$ cat src/rtl/motion_update_sequencer_pkg.sv
// Shared types and game constants for the per-frame motion update sequencer.
//   - FSM state encoding (3-bit)
//   - game constants (player range, speeds, bounce and heart-pulse limits)
//   - committed/shadow game-state payload struct
//   - small RGB pixel helper used by the renderer side
package motion_update_sequencer_pkg;

  localparam int unsigned POS_W   = 12;  // pxm / pym, 2 fractional bits on X
  localparam int unsigned VEL_W   = 8;   // signed Y velocity
  localparam int unsigned HEART_W = 11;  // heart radius^2 threshold
  localparam int unsigned OUT_W   = 10;  // px / py
  localparam int unsigned STATE_W = 3;
  localparam int unsigned RGB_W   = 2;

  localparam logic [POS_W-1:0]   RANGE_X     = POS_W'(608);
  localparam logic [POS_W-1:0]   SPEED_X     = POS_W'(9);
  localparam logic [VEL_W-1:0]   INIT_VEL_Y  = VEL_W'(21);
  localparam logic [VEL_W-1:0]   BOUNCE_BASE = VEL_W'(19);
  localparam logic [HEART_W-1:0] PULSE_INIT  = HEART_W'(9);
  localparam logic [POS_W-1:0]   PULSE_STEP  = POS_W'(10);
  localparam logic [POS_W-1:0]   PULSE_MIN   = POS_W'(20);
  localparam logic [POS_W-1:0]   PULSE_MAX   = POS_W'(200);

  typedef enum logic [STATE_W-1:0] {
    ST_IDLE   = 3'd0,
    ST_X_ADD  = 3'd1,
    ST_X_DIR  = 3'd2,
    ST_Y_ADD  = 3'd3,
    ST_PULSE  = 3'd4,
    ST_COMMIT = 3'd5
  } state_e;

  // Full game state; used both for the committed copy and the shadow copy.
  typedef struct packed {
    logic [POS_W-1:0]   pxm;    // X position, 2 fractional bits
    logic [POS_W-1:0]   pym;    // height above grass
    logic [VEL_W-1:0]   vel;    // signed Y velocity
    logic               dx;     // 1 = moving right
    logic [HEART_W-1:0] heart;  // heart radius^2 threshold
    logic               pdir;   // 1 = pulse growing
  } motion_state_t;

  typedef struct packed {
    logic [RGB_W-1:0] r;
    logic [RGB_W-1:0] g;
    logic [RGB_W-1:0] b;
  } rgb_t;

  function automatic rgb_t rgb(input logic [RGB_W-1:0] rr,
                               input logic [RGB_W-1:0] gg,
                               input logic [RGB_W-1:0] bb);
    rgb_t c;
    c.r = rr;
    c.g = gg;
    c.b = bb;
    return c;
  endfunction

endpackage

$ cat src/rtl/motion_update_sequencer_alu.sv
// Shared 12-bit adder/subtractor with compare flags for the motion sequencer.
// Ports:
//   a_i, b_i   : adder operands, sum_c_o = a_i + b_i (or a_i - b_i when sub_i)
//   c_i        : compare operand for ge_c_o
//   ge_c_o     : a_i >= c_i (unsigned)
//   eq0_c_o    : a_i == 0
//   le0_c_o    : sum_c_o <= 0 when read as signed
module motion_alu
  import motion_update_sequencer_pkg::*;
(
  input  logic [POS_W-1:0] a_i,
  input  logic [POS_W-1:0] b_i,
  input  logic [POS_W-1:0] c_i,
  input  logic             sub_i,
  output logic [POS_W-1:0] sum_c_o,
  output logic             ge_c_o,
  output logic             eq0_c_o,
  output logic             le0_c_o
);

  // Single carry chain: subtraction as a + ~b + 1.
  assign sum_c_o = a_i + (sub_i ? ~b_i : b_i) + POS_W'(sub_i);
  assign ge_c_o  = (a_i >= c_i);
  assign eq0_c_o = (a_i == '0);
  assign le0_c_o = sum_c_o[POS_W-1] | (sum_c_o == '0);

endmodule

$ cat src/rtl/motion_update_sequencer.sv
// Per-frame scheduler for the bouncing-player game state. Each accepted
// frame_end steps one shared adder through X move, X wall check, Y bounce
// and heart pulse on a shadow copy, then commits everything in one edge.
// Ports:
//   clk, reset        : pixel clock, synchronous active-high reset
//   frame_end, pause  : update request pulse; pause drops the request
//   px, py, heart_r2  : committed outputs for the renderer
//   busy              : sequence in progress
//   done              : 1-cycle pulse, first cycle new values are visible
//   overrun           : 1-cycle pulse after a frame_end arrived while busy
module motion_update_sequencer
  import motion_update_sequencer_pkg::*;
(
  input  logic               clk,
  input  logic               reset,
  input  logic               frame_end,
  input  logic               pause,
  output logic [OUT_W-1:0]   px,
  output logic [OUT_W-1:0]   py,
  output logic [HEART_W-1:0] heart_r2,
  output logic               busy,
  output logic               done,
  output logic               overrun
);

  state_e        state_q, state_d;
  motion_state_t cur_q, cur_d;
  motion_state_t sh_q, sh_d;
  logic          busy_q, busy_d;
  logic          done_q, done_d;
  logic          overrun_q, overrun_d;

  logic [POS_W-1:0] alu_a, alu_b, alu_c;
  logic             alu_sub;
  logic [POS_W-1:0] alu_sum;
  logic             alu_ge, alu_eq0, alu_le0;

  motion_alu u_alu (
    .a_i     (alu_a),
    .b_i     (alu_b),
    .c_i     (alu_c),
    .sub_i   (alu_sub),
    .sum_c_o (alu_sum),
    .ge_c_o  (alu_ge),
    .eq0_c_o (alu_eq0),
    .le0_c_o (alu_le0)
  );

  function automatic motion_state_t reset_state();
    motion_state_t s;
    s.pxm   = '0;
    s.pym   = '0;
    s.vel   = INIT_VEL_Y;
    s.dx    = 1'b1;
    s.heart = PULSE_INIT;
    s.pdir  = 1'b1;
    return s;
  endfunction

  // Next-state, operand muxing and shadow updates.
  always_comb begin
    state_d   = state_q;
    cur_d     = cur_q;
    sh_d      = sh_q;
    alu_a     = '0;
    alu_b     = '0;
    alu_c     = '0;
    alu_sub   = 1'b0;
    done_d    = 1'b0;
    overrun_d = frame_end & (state_q != ST_IDLE);

    case (state_q)
      ST_IDLE: begin
        if (frame_end && !pause) begin
          state_d = ST_X_ADD;
          sh_d    = cur_q;
        end
      end
      ST_X_ADD: begin
        alu_a    = sh_q.pxm;
        alu_b    = SPEED_X;
        alu_sub  = ~sh_q.dx;
        sh_d.pxm = alu_sum;
        state_d  = ST_X_DIR;
      end
      ST_X_DIR: begin
        // Wall check on the integer part of the freshly moved X.
        alu_a = POS_W'(sh_q.pxm[POS_W-1:2]);
        alu_c = RANGE_X;
        if (alu_ge) begin
          sh_d.dx = 1'b0;
        end else if (alu_eq0) begin
          sh_d.dx = 1'b1;
        end
        state_d = ST_Y_ADD;
      end
      ST_Y_ADD: begin
        alu_a = sh_q.pym;
        alu_b = {{(POS_W-VEL_W){sh_q.vel[VEL_W-1]}}, sh_q.vel};
        // pym + vel <= 0 is pym <= -vel; no overflow while pym < 256.
        if (sh_q.vel[VEL_W-1] && (sh_q.pym[POS_W-1:8] == '0) && alu_le0) begin
          sh_d.pym = '0;
          sh_d.vel = BOUNCE_BASE + VEL_W'(cur_q.pxm[3:2]);
        end else begin
          sh_d.pym = alu_sum;
          sh_d.vel = sh_q.vel - VEL_W'(1);
        end
        state_d = ST_PULSE;
      end
      ST_PULSE: begin
        alu_a   = POS_W'(sh_q.heart);
        alu_b   = PULSE_STEP;
        alu_sub = ~sh_q.pdir;
        alu_c   = sh_q.pdir ? PULSE_MAX : PULSE_MIN;
        if (sh_q.pdir) begin
          if (alu_ge) sh_d.pdir  = 1'b0;
          else        sh_d.heart = alu_sum[HEART_W-1:0];
        end else begin
          if (!alu_ge) sh_d.pdir  = 1'b1;
          else         sh_d.heart = alu_sum[HEART_W-1:0];
        end
        state_d = ST_COMMIT;
      end
      ST_COMMIT: begin
        cur_d   = sh_q;
        done_d  = 1'b1;
        state_d = ST_IDLE;
      end
      default: begin
        state_d = ST_IDLE;
      end
    endcase

    busy_d = (state_d != ST_IDLE);
  end

  // State and output registers.
  always_ff @(posedge clk) begin
    if (reset) begin
      state_q   <= ST_IDLE;
      cur_q     <= reset_state();
      sh_q      <= '0;
      busy_q    <= 1'b0;
      done_q    <= 1'b0;
      overrun_q <= 1'b0;
    end else begin
      state_q   <= state_d;
      cur_q     <= cur_d;
      sh_q      <= sh_d;
      busy_q    <= busy_d;
      done_q    <= done_d;
      overrun_q <= overrun_d;
    end
  end

  assign px       = cur_q.pxm[POS_W-1:2];
  assign py       = cur_q.pym[OUT_W-1:0];
  assign heart_r2 = cur_q.heart;
  assign busy     = busy_q;
  assign done     = done_q;
  assign overrun  = overrun_q;

endmodule

$ cat config.mk
export PLATFORM = sky130hd
export DESIGN_NAME = motion_update_sequencer
export DESIGN_NICKNAME = d
export VERILOG_FILES = /design/src/rtl/motion_update_sequencer_pkg.sv /design/src/rtl/motion_update_sequencer_alu.sv /design/src/rtl/motion_update_sequencer.sv
export SDC_FILE = /design/constraint.sdc
export NUM_CORES = 1
export LEC_CHECK = 0
export BUFFER_PORTS_ARGS = -buffer_cell sky130_fd_sc_hd__buf_2
export CORE_ASPECT_RATIO = 1.2
export CORE_MARGIN = 10
export CORE_UTILIZATION = 50
export DETAILED_ROUTE_END_ITERATION = 10
export PLACE_DENSITY = 0.78
export SLEW_MARGIN = 20
export SYNTH_ARGS = -nofsm -noshare
export SYNTH_HDL_FRONTEND = slang
export SYNTH_SLANG_ARGS = --single-unit
export TNS_END_PERCENT = 5
$ cat constraint.sdc
create_clock -name clk -period 11 [get_ports clk]
set_input_delay 2.2 -clock clk [delete_from_list [all_inputs] [get_ports clk]]
set_output_delay 2.2 -clock clk [all_outputs]
set_load 0.005 [all_outputs]
-- Word level (Yosys, flattened, before mapping)
Cells that the tools add are included.
- flip-flop bits (word level): 96
- input bits: 4
- output and inout port bits: 34
- logic and storage cells: 75
- add/subtract/negate cells: 4
- order comparisons: 1
- equal/unequal tests: 9
- mux-type cells: 21
- bitwise logic cells: 5
- reductions and logical operators: 19
- operators with widths (cell ; count):
    12-bit one-hot mux with 2 select lines ; 2
    12-bit one-hot mux with 4 select lines ; 1
    45-bit two-way mux ; 1
    20-bit one-hot mux with 2 select lines ; 1
    12-bit one-hot mux with 3 select lines ; 1
    12-bit logical NOT ; 2
    12-bit two-way mux ; 2
    11-bit two-way mux ; 2
    20-bit two-way mux ; 1
    10-bit one-hot mux with 2 select lines ; 1
    3-bit one-hot mux with 5 select lines ; 1
    12-bit by 1-bit adder with 12-bit output ; 1
    12-bit adder ; 1
    12-bit by 10-bit greater-or-equal comparator with 1-bit output ; 1
    12-bit NOT ; 1
    3-bit inequality test, second input constant ; 3
    8-bit two-way mux ; 1
    2-bit nonzero test ; 4
    8-bit by 1-bit subtractor with 8-bit output, second input constant ; 1
    5-bit by 2-bit adder with 6-bit output, first input constant ; 1
    3-bit by 2-bit equality test with 1-bit output, second input constant ; 2
    3-bit equality test, second input constant ; 2
    2-bit AND reduction ; 3
    3-bit nonzero test ; 2
    other kinds (14) ; 21

-- Logic depth before layout (Yosys ltp)
Gate-level depths: netlist of the first run.
- depth after elaboration: 11
- gate-level depth with buffers: 18
- gate-level depth less buffers: 15

-- By module
A second synthesis of the first run with hierarchy kept.
- cell total of the unflattened synthesis: 719
- area total of the unflattened synthesis: 5580.4 um^2
- by module, submodules not included (module ; times used ; cells an instance ; area each (um^2) ; sequential area each (um^2)):
    motion_update_sequencer ; 1 ; 596 ; 4628.2 ; 1921.8
    motion_alu ; 1 ; 123 ; 952.2 ; 0.0

-- Worst setup path after synthesis of the first run
OpenSTA, ideal clock, no wires.
- path type: reg2reg
- from: register state_q[2]
- to: register sh_q[22] (netlist name)
- data arrival time: 3.524 ns
- required time: 10.871 ns
- slack: 7.347 ns
- stages on the path, launching flop included: 18
- buffers on the path: 5
- clock period less this slack: 3.653 ns
- cell sequence: dfxtp_1 > and3b_1 > buf_6 > clkbuf_1 > buf_2 > a21o_1 > ha_1 > and2_1 > a221o_1 > o2111ai_1 > a211o_1 > o2111ai_1 > nand4bb_1 > o31a_1 > buf_6 > buf_8 > a21oi_1 > nor2_1
- word-level cells in the longest chain between the ends: 11
- elaborated cells between the ends (all ways): 20
- those cells by class: add/sub (2); eq/ne (5); mux (6); bitwise (2); reduce/logical (5)
- RTL lines (item ; RTL line ; source):
    start: declaration ; motion_update_sequencer.sv:26 ; state_e state_q, state_d;
    start signal: assignment ; motion_update_sequencer.sv:147 ; state_q <= state_d;
    3-bit equality test, or another cell as far along ; motion_update_sequencer.sv:72 ; case (state_q)
    12-bit one-hot mux with 3 select lines ; motion_update_sequencer.sv:72 ;
    12-bit NOT ; motion_update_sequencer_alu.sv:22 ; assign sum_c_o = a_i + (sub_i ? ~b_i : b_i) + POS_W'(sub_i);
    12-bit two-way mux ; motion_update_sequencer_alu.sv:22 ;
    12-bit adder ; motion_update_sequencer_alu.sv:22 ;
    12-bit by 1-bit adder with 12-bit output ; motion_update_sequencer_alu.sv:22 ;
    12-bit logical NOT ; motion_update_sequencer_alu.sv:25 ; assign le0_c_o = sum_c_o[POS_W-1] | (sum_c_o == '0);
    1-bit OR ; motion_update_sequencer_alu.sv:25 ;
    1-bit logical AND ; motion_update_sequencer.sv:101 ; if (sh_q.vel[VEL_W-1] && (sh_q.pym[POS_W-1:8] == '0) && alu_le0) begin
    20-bit two-way mux ; motion_update_sequencer.sv:101 ;
    20-bit one-hot mux with 2 select lines ; motion_update_sequencer.sv:72 ;
    end signal: assignment ; motion_update_sequencer.sv:142 ; sh_q <= '0;
    end signal: assignment ; motion_update_sequencer.sv:149 ; sh_q <= sh_d;
    end: declaration ; motion_update_sequencer.sv:28 ; motion_state_t sh_q, sh_d;
Several ways; a longest one is shown, not always the timed one.
A chain may end at the register's enable or synchronous reset.

-- Worst setup path in the final report of the first run
- from: register state_q[0]
- to: register sh_q[14] (netlist name)
The elaborated chain is that of the path after synthesis.

==> impl_metrics.csv, run 1 <==
group,metric,value,unit
synthesis,yosys.cell_types.count,74,
floorplanning,die_h,135.4,um
power,peakVddDrop,0.00009117,V
synthesis,avgSynthCellArea,7.686,um^2
worst_setup_path,critical_path_class,"flip-flop to flip-flop",
sta,finalSetupTns,0,ns
floorplanning,die_area,15730,um^2
cts,clock_path_buffers,2,
power,power.density,135.7,nW/um^2
synthesis,ys.flop_type,"dfxtp_1",
worst_setup_path,cp_slowest_cell,"dfxtp_1",
finish,postLayoutCellArea,5788,um^2
job,drv_cap,0,
synthesis,synth-xor-area-share,1.263,%
cts,cts_sinks,96,
cts,cts_root_buffer,"clkbuf_16",
drt,postRouteAntennaNets,0,
synthesis,yosysSeqAreaShare,34.63,%
global_routing,grt_max_degree,99,
power,leakage,2.281,nW
cts,cts_buffers,9,
place,dp.cells,818,
cts,cts_resized,0,
synthesis,syn_area,5549,um^2
sta,hold_viol,0,
place,dp_hpwl,12490,um
place,placed_area,5493,um^2
place,gp_congestion,1.025,
synthesis,yosys.area_share.simple,23.72,%
synthesis,ys_warn_count,0,
sta,finalSetupViolCount,0,
sta,final_max_slew_viol_count,0,
min_path,hold_path_class,"flip-flop to flip-flop",
worst_setup_path,cp.arrival,5.21,ns
place,io_buffer_count,37,
cts,cts_setup_buffers,0,
sta,finalWorstPathRequiredPeriod,4.972,ns
sta,setup_ws,6.028,ns
sta,tightest_slew,0.9670,ns
sta,max_clock_freq,201.1,MHz
drt,drtIter0Drc,456,
finish,final_layout_size_suffix_gt1_share,10.83,%
sta,slew_headroom,35.53,%
synthesis,synth_top_family_by_area,"simple AND/OR/NAND/NOR gates",
worst_setup_path,worst_ep_required_time,11.24,ns
finish,diodes,0,
synthesis,ys_async_sr_fraction,0,%
drt,drc,0,
cts,clk_latency,0.35,ns
synthesis,syn-num-nets,746,
cts,cts_max_level,3,
drt,vias,5220,
synthesis,ys_ff_latch,96,
worst_setup_path,endpoint_kind,"flip-flop",
drt,via_per_inst,6.259,
floorplanning,die_w,116.2,um
worst_setup_path,slowest_delay,0.83,ns
synthesis,synth_compound_area_share,23.63,%
sta,clock_skew,0.01038,ns
floorplanning,core,10930,um^2
power,power.total,0.7855,mW
synthesis,yosys.area_share.adder,4.645,%
synthesis,synth_edf_count,0,
floorplanning,start_util,50.77,%
sta,rsz0062_at_grt,"no",
place,preCtsSetupSlack,6.143,ns
global_routing,grt_pass1_wl,27290,um
sta,period_share,45.20,%
global_routing,antenna_found_initial,0,
global_routing,grt_pass1_vias,4785,
drt,detail_route.first_pass.iterations,5,
worst_setup_path,crit_path_start_kind,"flip-flop",
cts,cts_hold_buffers,0,
finish,finalNonFillerCells,834,
cts,cts_tree,"yes",
worst_setup_path,cp_max_fo,21,
drt,wl_per_cell,20.45,um
run_status,outcome,"finished clean",
synthesis,syn_inst,722,
floorplanning,io_pins,38,
cts,clk_pin_slew,0.07,ns
synthesis,synth_mux_area_share,2.345,%
global_routing,track_usage,22.14,%
drt,drt-total-wl,17060,um
floorplanning,rows,42,
finish,finalNetCount,721,
worst_setup_path,cp_cell_sequence,"nand3b_1 -> o22ai_1 -> inv_1 -> fa_1 -> nor2b_1 -> o211a_1 -> o2111ai_1 -> a211o_1 -> o2111ai_1 -> nand4bb_1 -> o31a_1 -> nor4_1 -> a211o_1",
global_routing,globalRouteOverflowTotal,0,
finish,area_growth,4.307,%
-- critical path: cells and delay by family, from the launching register on --
kind / cells / cell delay (ns)
compound gates: 7 / 2.26
buf+inv: 1 / 0.10
simple gates: 4 / 1.25
fa+ha+maj: 1 / 0.43
flops: 1 / 0.83
-- report_power, final --
group | switching [mW] | internal [mW] | total, mW
logic | 0.0696 | 0.0353 | 0.105
clock network | 0.143 | 0.169 | 0.312
registers | 0.0143 | 0.355 | 0.369
-- logic make-up (layout without fill, tap and decap cells) --
family | count (synthesis) | in the layout
xor gates and xnor gates | 8 | 8
and+or+nand+nor | 290 | 290
muxes | 13 | 13
adders and majority gates | 20 | 20
buffers and inverters | 101 | 81
AOI/OAI and AO/OA | 194 | 194
DFF | 96 | 96
-- final cells by class --
cell class	instances	area (um^2)
Timing Repair Buffer	45	245.2
Clock inverter	5	42.54
Sequential cell	96	1922
Fill cell	1107	5142
Multi-Input combinational cell	525	3085
Tap cell	132	165.2
Clock buffer	11	252.7
Inverter	20	75.07
-- path summary, 6_finish.rpt --
path / start / end / slack, ns / cells after the start
setup / recovery: state_q[0]$_SDFF_PP0_ / sh_q[14]$_SDFFE_PP0P_ / 6.03 / 13
hold / removal: cur_q[18]$_SDFFE_PP0P_ / cur_q[18]$_SDFFE_PP0P_ / 0.46 / 2
setup reg to reg: state_q[0]$_SDFF_PP0_ / sh_q[14]$_SDFFE_PP0P_ / 6.03 / 13
hold reg to reg: cur_q[18]$_SDFFE_PP0P_ / cur_q[18]$_SDFFE_PP0P_ / 0.46 / 2
-- state kept, by name, indices dropped and copies added, names as in the netlist --
| register | cells |
|---|---|
| overrun | 1 |
| state_q | 3 |
| done | 1 |
| sh_q | 45 |
| busy | 1 |
| cur_q | 14 |
| px | 10 |
| heart_r2 | 11 |
| py | 10 |
-- layer usage --
metal	GRT usage, %	vias to the layer above	part of all wire, %
li1	-	2461	-
met1	27.97	2513	42
met2	34.92	210	48
met3	4.167	36	6.1
met4	11.63	0	4.2
met5	0	-	0
-- stage by stage --
step | util (%) | hold slack [ns]
3_3_place_gp | 50.25 | 0.4431
3_5_place_dp | 50.25 | 0.4489
4_1_cts | 52.95 | 0.4585
6_report | 52.95 | 0.4583
5_1_grt | 52.95 | 0.4850
2_1_floorplan | - | 0.4353
-- synthesized netlist by cell type, types with 6 or more instances --
cell	count	area [um^2]
a22oi_1	14	105.1
a21o_1	10	75.07
ha_1	19	237.7
a221oi_1	8	70.07
nor2_1	63	236.5
a21oi_1	78	390.4
clkbuf_1	38	142.6
nand3_1	6	30.03
nand2_1	152	570.6
nand3b_1	8	60.06
a31oi_1	11	68.82
mux2i_1	13	130.1
buf_4	35	262.8
o21ai_0	14	70.07
nor3_1	14	70.07
nor4_1	7	43.79
inv_1	19	71.32
dfxtp_1	96	1922
-- layout by cell type, fill, tap and decap left out, types with 10 or more instances in the layout --
| cell | instances |
|---|---|
| o21ai_0 | 14 |
| buf_2 | 37 |
| nor3_1 | 14 |
| a22oi_1 | 14 |
| mux2i_1 | 13 |
| dfxtp_1 | 96 |
| ha_1 | 19 |
| a21oi_1 | 78 |
| inv_1 | 19 |
| nor2_1 | 63 |
| nand2_1 | 152 |
| a21o_1 | 10 |
| a31oi_1 | 11 |
Power figures use the tool's default switching activity.
==> inputs of run 2 (changes only) <==
Settings changed: PLACE_DENSITY 0.78 to 0.81.
Clock period 11 ns to 4 ns, I/O delays scaled along.
==> impl_metrics.csv, run 2 (synthesized netlist as in run 1, its figures left out) <==
group,metric,value,unit
global_routing,grt_pass1_vias,5106,
sta,clock_skew,0.01090,ns
drt,wl_per_cell,20.76,um
min_path,hold_path_class,"flip-flop to flip-flop",
drt,detail_route.first_pass.iterations,5,
finish,finalNetCount,770,
worst_setup_path,worst_ep_required_time,4.24,ns
power,peakVddDrop,0.0003592,V
finish,area_growth,12.13,%
cts,cts_sinks,96,
global_routing,grt_pass1_wl,28810,um
sta,finalSetupViolCount,0,
drt,drt-total-wl,18330,um
sta,slew_headroom,30.72,%
finish,largest_reg_flops,45,
power,p_clk_share,38.2,%
global_routing,track_usage,23.52,%
worst_setup_path,cp.arrival,4.07,ns
finish,register_area,1928,um^2
place,preCtsSetupSlack,-0.08151,ns
finish,multi_input_area,3142,um^2
finish,layout_common_cells,"152 x nand2_1, 93 x dfxtp_1, 78 x a21oi_1",
cts,cts_buffers,9,
floorplanning,die_h,135.4,um
power,p_comb_share,16.6,%
worst_setup_path,endpoint_kind,"flip-flop",
sta,max_clock_freq,261.1,MHz
floorplanning,start_util,50.77,%
worst_setup_path,crit_path_start_kind,"flip-flop",
sta,period_share,95.74,%
drt,vias,5382,
worst_setup_path,cp_max_fo,14,
sta,final_max_slew_viol_count,0,
cts,cts_max_level,3,
finish,layout_commonest_cell,"nand2_1",
place,dp_hpwl,13640,um
finish,diodes,0,
power,power.density,356.8,nW/um^2
sta,setup_ws,0.1704,ns
floorplanning,die_area,15730,um^2
power,leakage,2.533,nW
sta,finalWorstPathRequiredPeriod,3.830,ns
worst_setup_path,critical_path_class,"flip-flop to flip-flop",
place,gp_congestion,0.9913,
run_status,outcome,"finished clean",
drt,drc,0,
floorplanning,io_pins,38,
cts,clk_pin_slew,0.07,ns
cts,clock_path_buffers,2,
finish,fillers,1032,
finish,regMostFlops,"sh_q",
sta,tightest_slew,1.035,ns
job,drv_cap,0,
power,pwr-share-seq,45.2,%
finish,final_layout_size_suffix_gt1_share,18.11,%
floorplanning,core,10930,um^2
sta,hold_viol,0,
power,internal-power,1.551,mW
global_routing,grt_max_degree,57,
power,switching_share,30.15,%
drt,via_per_inst,6.095,
floorplanning,die_w,116.2,um
cts,cts_hold_buffers,0,
floorplanning,rows,42,
global_routing,globalRouteOverflowTotal,0,
drt,postRouteAntennaNets,0,
cts,clk_latency,0.35,ns
drt,drtIter0Drc,482,
power,p_sw,0.6694,mW
place,io_buffer_count,37,
cts,cts_tree,"yes",
cts,cts_root_buffer,"clkbuf_16",
global_routing,antenna_found_initial,0,
sta,finalSetupTns,0,ns
==> run 2: path summary, 6_finish.rpt <==
path / start / end / slack [ns] / depth (start not counted)
min reg2reg: cur_q[18]$_SDFFE_PP0P_ / cur_q[18]$_SDFFE_PP0P_ / 0.45 / 2
max: state_q[0]$_SDFF_PP0_ / sh_q[14]$_SDFFE_PP0P_ / 0.17 / 15
min: cur_q[18]$_SDFFE_PP0P_ / cur_q[18]$_SDFFE_PP0P_ / 0.45 / 2
max reg2reg: state_q[0]$_SDFF_PP0_ / sh_q[14]$_SDFFE_PP0P_ / 0.17 / 15
==> run 2: layout make-up <==
| type | count | share of cell area (%) |
|---|---|---|
| multi-input cells | 525 | 50.49 |
| flip-flops and latches | 96 | 30.99 |
| repair buffers | 94 | 10.05 |
| clock buffers | 9 | 3.620 |
| well taps | 132 | 2.654 |
| inverters | 20 | 1.207 |
| clock inverters | 7 | 0.9853 |
==> run 2: worst max-delay path, stage by stage (launching register included) <==
cell and delay (ns):
dfxtp_4 0.39, buf_12 0.16, nor2b_1 0.15, nor2b_4 0.15
a221o_1 0.39, ha_1 0.39, nand4_1 0.23, a211oi_2 0.33
buf_4 0.18, o31a_1 0.15, o2111ai_1 0.13, nand4bb_1 0.19
o31a_1 0.30, buf_4 0.17, buf_4 0.17, a211o_1 0.25
==> run 2: through the flow <==
step	hold WS, ns	power, mW	std cells	cell area (um^2)	util, %
global placement	0.4433	1.376	866	5866	53.66
detailed placement	0.4471	1.376	866	5866	53.66
finish	0.4544	2.220	883	6222	56.93
global route	0.4760	2.292	883	6222	56.93
CTS	0.4558	2.210	882	6156	56.32
floorplan	0.4353	1.237	722	5549	-
==> run 2: routing by layer <==
metal / track usage (%) / share of wire (%)
met1: 30.13 / 42
met3: 3.901 / 6.7
met4: 11.21 / 4.4
met5: 0 / 0
met2: 37.48 / 47
==> run 2: power groups by stage <==
| stage | registers (mW) | clock network [mW] | logic [mW] |
|---|---|---|---|
| final | 1.00 | 0.848 | 0.368 |
| after global routing | 1.01 | 0.889 | 0.396 |
| after CTS | 1.00 | 0.853 | 0.355 |
| after detailed placement | 1.02 | 0 | 0.352 |
| after global placement | 1.02 | 0 | 0.352 |
| after floorplan | 1.01 | 0 | 0.224 |
==> run 2: repair_timing <==
| action | 4_1_cts | 5_1_grt |
|---|---|---|
| setup buffers | 0 | 1 |
| resized for setup | 2 | 14 |
| setup endpoints to repair | 15 | 27 |
| pin swaps | 0 | 3 |
| endpoints found under the hold margin | 0 | 0 |
